### src/rtl/ps2_host_tx.sv
// Host-to-device PS/2 transmitter: inhibits the bus, issues request-to-send, then shifts one
// command byte (LSB first, odd parity, stop) on device clock falls and checks the device ack.
module ps2_host_tx #(
  parameter int unsigned INHIBIT_CYCLES = 500,
  parameter int unsigned TIMEOUT_CYCLES = 75000
) (
  input  logic       clk,
  input  logic       reset,
  input  logic [7:0] tx_data,
  input  logic       tx_valid,
  output logic       tx_ready,
  output logic       busy,
  output logic       tx_done,
  output logic       tx_error,
  input  logic       ps2_clk_in,
  input  logic       ps2_data_in,
  output logic       ps2_clk_oe,
  output logic       ps2_data_oe
);

  localparam int unsigned InhW = $clog2(INHIBIT_CYCLES) + 1;
  localparam int unsigned TmoW = $clog2(TIMEOUT_CYCLES) + 1;

  localparam logic [InhW-1:0] InhLast = InhW'(INHIBIT_CYCLES - 1);
  localparam logic [TmoW-1:0] TmoLast = TmoW'(TIMEOUT_CYCLES - 1);

  localparam logic [2:0] StIdle     = 3'd0;
  localparam logic [2:0] StInhibit  = 3'd1;
  localparam logic [2:0] StReq      = 3'd2;
  localparam logic [2:0] StShift    = 3'd3;
  localparam logic [2:0] StAck      = 3'd4;
  localparam logic [2:0] StWaitIdle = 3'd5;

  logic [2:0]      state_q, state_d;
  logic [9:0]      shift_q, shift_d;
  logic [3:0]      bit_cnt_q, bit_cnt_d;
  logic [InhW-1:0] inh_cnt_q, inh_cnt_d;
  logic [TmoW-1:0] tmo_cnt_q, tmo_cnt_d;
  logic            line_q, line_d;

  logic clk_s1_q, clk_s2_q, clk_prev_q;
  logic dat_s1_q, dat_s2_q;

  logic fall;
  logic tmo_active;
  logic tmo_hit;
  logic done_d;
  logic error_d;

  // Two-flop synchronisers, preset to the idle-high bus level.
  always_ff @(posedge clk or posedge reset) begin
    if (reset) begin
      clk_s1_q   <= 1'b1;
      clk_s2_q   <= 1'b1;
      clk_prev_q <= 1'b1;
      dat_s1_q   <= 1'b1;
      dat_s2_q   <= 1'b1;
    end else begin
      clk_s1_q   <= ps2_clk_in;
      clk_s2_q   <= clk_s1_q;
      clk_prev_q <= clk_s2_q;
      dat_s1_q   <= ps2_data_in;
      dat_s2_q   <= dat_s1_q;
    end
  end

  assign fall = clk_prev_q & ~clk_s2_q;

  assign tmo_active = (state_q == StReq) || (state_q == StShift) ||
                      (state_q == StAck) || (state_q == StWaitIdle);
  assign tmo_hit    = tmo_active && (tmo_cnt_q == TmoLast);

  always_comb begin
    state_d   = state_q;
    shift_d   = shift_q;
    bit_cnt_d = bit_cnt_q;
    inh_cnt_d = inh_cnt_q;
    tmo_cnt_d = tmo_cnt_q;
    line_d    = line_q;
    done_d    = 1'b0;
    error_d   = 1'b0;

    case (state_q)
      StIdle: begin
        inh_cnt_d = '0;
        tmo_cnt_d = '0;
        bit_cnt_d = '0;
        line_d    = 1'b0;
        if (tx_valid) begin
          // Frame as shifted out after the start bit: data LSB first, odd parity, stop.
          shift_d = {1'b1, ~^tx_data, tx_data};
          state_d = StInhibit;
        end
      end

      StInhibit: begin
        if (inh_cnt_q == InhLast) begin
          inh_cnt_d = '0;
          bit_cnt_d = '0;
          tmo_cnt_d = '0;
          state_d   = StReq;
        end else begin
          inh_cnt_d = inh_cnt_q + 1'b1;
        end
      end

      StReq, StShift, StAck, StWaitIdle: begin
        if (tmo_hit) begin
          // Timeout wins over a fall seen in the same cycle.
          error_d = 1'b1;
          line_d  = 1'b0;
          state_d = StIdle;
        end else begin
          tmo_cnt_d = fall ? '0 : tmo_cnt_q + 1'b1;
          case (state_q)
            StReq: begin
              if (fall) begin
                line_d    = ~shift_q[0];
                shift_d   = {1'b0, shift_q[9:1]};
                bit_cnt_d = 4'd1;
                state_d   = StShift;
              end
            end
            StShift: begin
              if (fall) begin
                line_d    = ~shift_q[0];
                shift_d   = {1'b0, shift_q[9:1]};
                bit_cnt_d = bit_cnt_q + 1'b1;
                if (bit_cnt_q == 4'd9) begin
                  state_d = StAck;
                end
              end
            end
            StAck: begin
              if (fall) begin
                bit_cnt_d = bit_cnt_q + 1'b1;
                if (!dat_s2_q) begin
                  state_d = StWaitIdle;
                end else begin
                  error_d = 1'b1;
                  state_d = StIdle;
                end
              end
            end
            default: begin
              if (clk_s2_q && dat_s2_q) begin
                done_d  = 1'b1;
                state_d = StIdle;
              end
            end
          endcase
        end
      end

      default: begin
        line_d  = 1'b0;
        state_d = StIdle;
      end
    endcase
  end

  always_ff @(posedge clk or posedge reset) begin
    if (reset) begin
      state_q   <= StIdle;
      shift_q   <= '0;
      bit_cnt_q <= '0;
      inh_cnt_q <= '0;
      tmo_cnt_q <= '0;
      line_q    <= 1'b0;
    end else begin
      state_q   <= state_d;
      shift_q   <= shift_d;
      bit_cnt_q <= bit_cnt_d;
      inh_cnt_q <= inh_cnt_d;
      tmo_cnt_q <= tmo_cnt_d;
      line_q    <= line_d;
    end
  end

  assign tx_ready = (state_q == StIdle);
  assign busy     = (state_q != StIdle);
  assign tx_done  = done_d;
  assign tx_error = error_d;

  // Line drivers decode straight from state so reset releases them with no clock.
  assign ps2_clk_oe  = (state_q == StInhibit);
  assign ps2_data_oe = ((state_q == StInhibit) && (inh_cnt_q == InhLast)) ||
                       ((state_q == StReq) && !tmo_hit) ||
                       ((state_q == StShift) && line_q && !tmo_hit);

endmodule

### config.mk
export PLATFORM = sky130hd
export DESIGN_NAME = ps2_host_tx
export DESIGN_NICKNAME = d
export VERILOG_FILES = /design/src/rtl/ps2_host_tx.sv
export SDC_FILE = /design/constraint.sdc
export NUM_CORES = 1
export LEC_CHECK = 0
export ABC_CLOCK_PERIOD_IN_PS = 4200
export CAP_MARGIN = 30
export CORE_UTILIZATION = 55
export CTS_CLUSTER_SIZE = 24
export DETAILED_ROUTE_END_ITERATION = 10
export PLACE_DENSITY = 0.72
export SYNTH_ARGS = -nofsm -noshare
export SYNTH_HDL_FRONTEND = slang
export SYNTH_SLANG_ARGS = --single-unit
### constraint.sdc
create_clock -name clk -period 4.2 [get_ports clk]
set_input_delay 0.84 -clock clk [delete_from_list [all_inputs] [get_ports clk]]
set_output_delay 0.84 -clock clk [all_outputs]
set_load 0.03 [all_outputs]
==> flow_metrics.tcl <==
set metrics [dict create \
    crit_arrival_ns 2.79 \
    clock_latency_ns 0.31 \
    antenna_cells 0 \
    hpwl_um 4060 \
    cp-start-kind "flip-flop" \
    clkTransAtPathRegs_ns 0.09 \
    root_buffer "clkbuf_8" \
    finalNonFillerCells 396 \
    grt.total_usage_pct 24.6 \
    synth_edf_count 0 \
    critPathKind "reg2out" \
    num_rows 25 \
    initial_core_util_pct 58.0 \
    drc 0 \
    antenna_left 0 \
    cts_hold_buf 0 \
    fmax_mhz 275 \
    status "completed" \
    async_reset_ff_share_pct 100 \
    synthesis.instances 314 \
    design.die.area_um2 5370 \
    end_kind "output port" \
    ios 19 \
    synth_area_per_cell_um2 8.90 \
    gp_congestion 0.864 \
    period_share_pct 86.5 \
    drt-initial-drc-count 178 \
    worst_pin_slew_ns 0.717 \
    synth_area_um2 2800 \
    wl_per_cell_um 15.0 \
    crit_chain "ha_1 > and4bb_1 > and3_1 > and2_1 > nand2_1 > o22ai_1 > clkdlybuf4s50_1" \
    power.leakage_nw 1.34 \
    grt_pass1_vias 2242 \
    overflow 0 \
    cts_inserted_buffers 5 \
    slew_headroom_pct 52.2 \
    drv_cap 0 \
    dp.cells 388 \
    numClockSinks 51 \
    yosys.area.top_type "dfrtp_1" \
    vias_per_cell 6.07 \
    routed_wl_um 5930 \
    synth-seq-area-share_pct 45.9 \
    num_vias 2403 \
    synth-seq-cells 51 \
    p_per_area_nw_per_um2 406 \
    drt-pass1-iter-count 5 \
    area_delta_synth_final_pct 12.5 \
    die_height_um 73.3 \
    critPathMaxStageDelay_ns 0.70 \
    critPathSlowestCell "clkdlybuf4s50_1" \
    grt_pass1_wl_um 10200 \
    hold_viol 0 \
    finalSetupViolCount 0 \
    yosys_warnings 0 \
    grt_antenna_before_repair 0 \
    ys_top_cells_by_area "dfrtp_1, o21ai_0, dfstp_2, nor2_1, nand2_1" \
    cts_tree "built" \
    worstPathMaxFanout 7 \
    die_w_um 73.3 \
    power_mw 1.28 \
    htreeDepth 2 \
    post_cts_resized 0 \
    synth_commonest_cells "dfrtp_1, o21ai_0, nor2_1" \
    cts_buffer_depth 2 \
    io_buffers 18 \
    drive_above_1_share_pct 5.78 \
    rsz0062_at_grt "no" \
    period_minus_slack_ns 3.63 \
    hp-class "reg2reg" \
    grt_max_degree 29 \
    peakVddDrop_uv 234 \
    postCtsSetupBuffers 0 \
    skew_ns 0.00697 \
    fin_nets 345 \
    synth.most_common_cell "dfrtp_1" \
    synth_fp_nets 331 \
    dominantRegCellSynth "dfrtp_1" \
    slew_viol_final 0 \
    cp.required_ns 3.36 \
    synth_top_cell_area_share_pct 41.2 \
    r2r_slack_ns 1.51 \
    core-area_um2 4820 \
    yosysUniqueCellTypes 41 \
    tns_ns 0 \
]
-- critical path: cells and delay by family (launching register included) --
kind,cells,cell delay [ns]
AOI/OAI and AO/OA,1,0.17
DFF,1,0.41
and+or+nand+nor,4,0.93
buffers and inverters,1,0.70
adders and majority gates,1,0.27
-- per-layer routing --
metal | global-route usage [%] | vias up | wire (um) | part of all wire, %
met5 | 0 | - | 0 | 0
met4 | 10.5 | 0 | 85 | 1.4
met3 | 3.57 | 9 | 327 | 5.5
met2 | 38.9 | 78 | 2790 | 47
met1 | 33.8 | 1147 | 2720 | 46
li1 | - | 1169 | - | -
-- report_power, final --
group	internal, mW	switching, mW	leakage (nW)
registers	0.550	0.0643	0.648
logic	0.109	0.147	0.629
clock network	0.238	0.170	0.0644
-- worst paths after layout --
kind,startpoint,to,cells after the start
max,tmo_cnt_q[0],tx_error,7
min,clk_s1_q,clk_s2_q,0
max reg2reg,state_q[2],tmo_cnt_q[4],6
min reg2reg,clk_s1_q,clk_s2_q,0
max in group asynchronous,reset,dat_s2_q,3
min in group asynchronous,reset,state_q[0],2
-- registers in the layout (all words and copies together) (netlist names) --
name	count
bit_cnt_q	4
clk_prev_q	1
line_q	1
clk_s1_q	1
tmo_cnt_q	18
inh_cnt_q	10
dat_s1_q	1
state_q	3
clk_s2_q	1
shift_q	10
dat_s2_q	1
-- logic make-up (layout without fill, tap and decap cells) --
kind of cell | after synthesis | count (layout) | share of synthesized area (%)
adder cells (fa/ha/maj) | 4 | 4 | 1.79
XOR/XNOR | 7 | 7 | 2.19
AO/OA/AOI/OAI | 102 | 102 | 22.2
flip-flops | 51 | 51 | 45.9
multiplexers | 8 | 8 | 2.86
AND/OR/NAND/NOR | 117 | 117 | 20.6
buffers and inverters | 25 | 40 | 4.39
-- placed cells by master, fill, tap and decap left out, types with 4 or more instances in the layout --
cell	synthesis	final
a21oi_1	22	22
a31oi_1	7	7
and2_1	4	4
and3_1	8	8
clkbuf_8	0	5
clkdlybuf4s50_1	0	18
dfrtp_1	46	46
dfstp_2	5	5
ha_1	4	4
inv_1	12	11
mux2i_1	8	8
nand2_1	30	30
nand3_1	13	13
nand4_1	7	7
nor2_1	31	31
nor2b_1	7	7
nor3_1	5	5
o21ai_0	41	41
o31ai_1	12	12
o41ai_1	6	6
xnor2_1	6	6
-- final cells by class --
class,count,area (um^2)
Multi-Input combinational cell,238,1390
Inverter,12,45.0
Clock inverter,3,67.6
Clock buffer,5,68.8
Tap cell,67,83.8
Fill cell,396,1670
Sequential cell,51,1280
Timing Repair Buffer,20,208
-- through the flow --
stage / area (um^2) / worst slack (ns) / hold WS, ns / util (%)
after floorplan: 2800 / 1.29 / 0.345 / -
after global placement: 2980 / 1.04 / 0.346 / 61.9
after detailed placement: 3010 / 1.01 / 0.349 / 62.5
after CTS: 3150 / 0.599 / 0.363 / 65.3
after global routing: 3150 / 0.381 / 0.365 / 65.3
final: 3150 / 0.566 / 0.361 / 65.3
No activity file was read; power rests on OpenSTA's default activity.
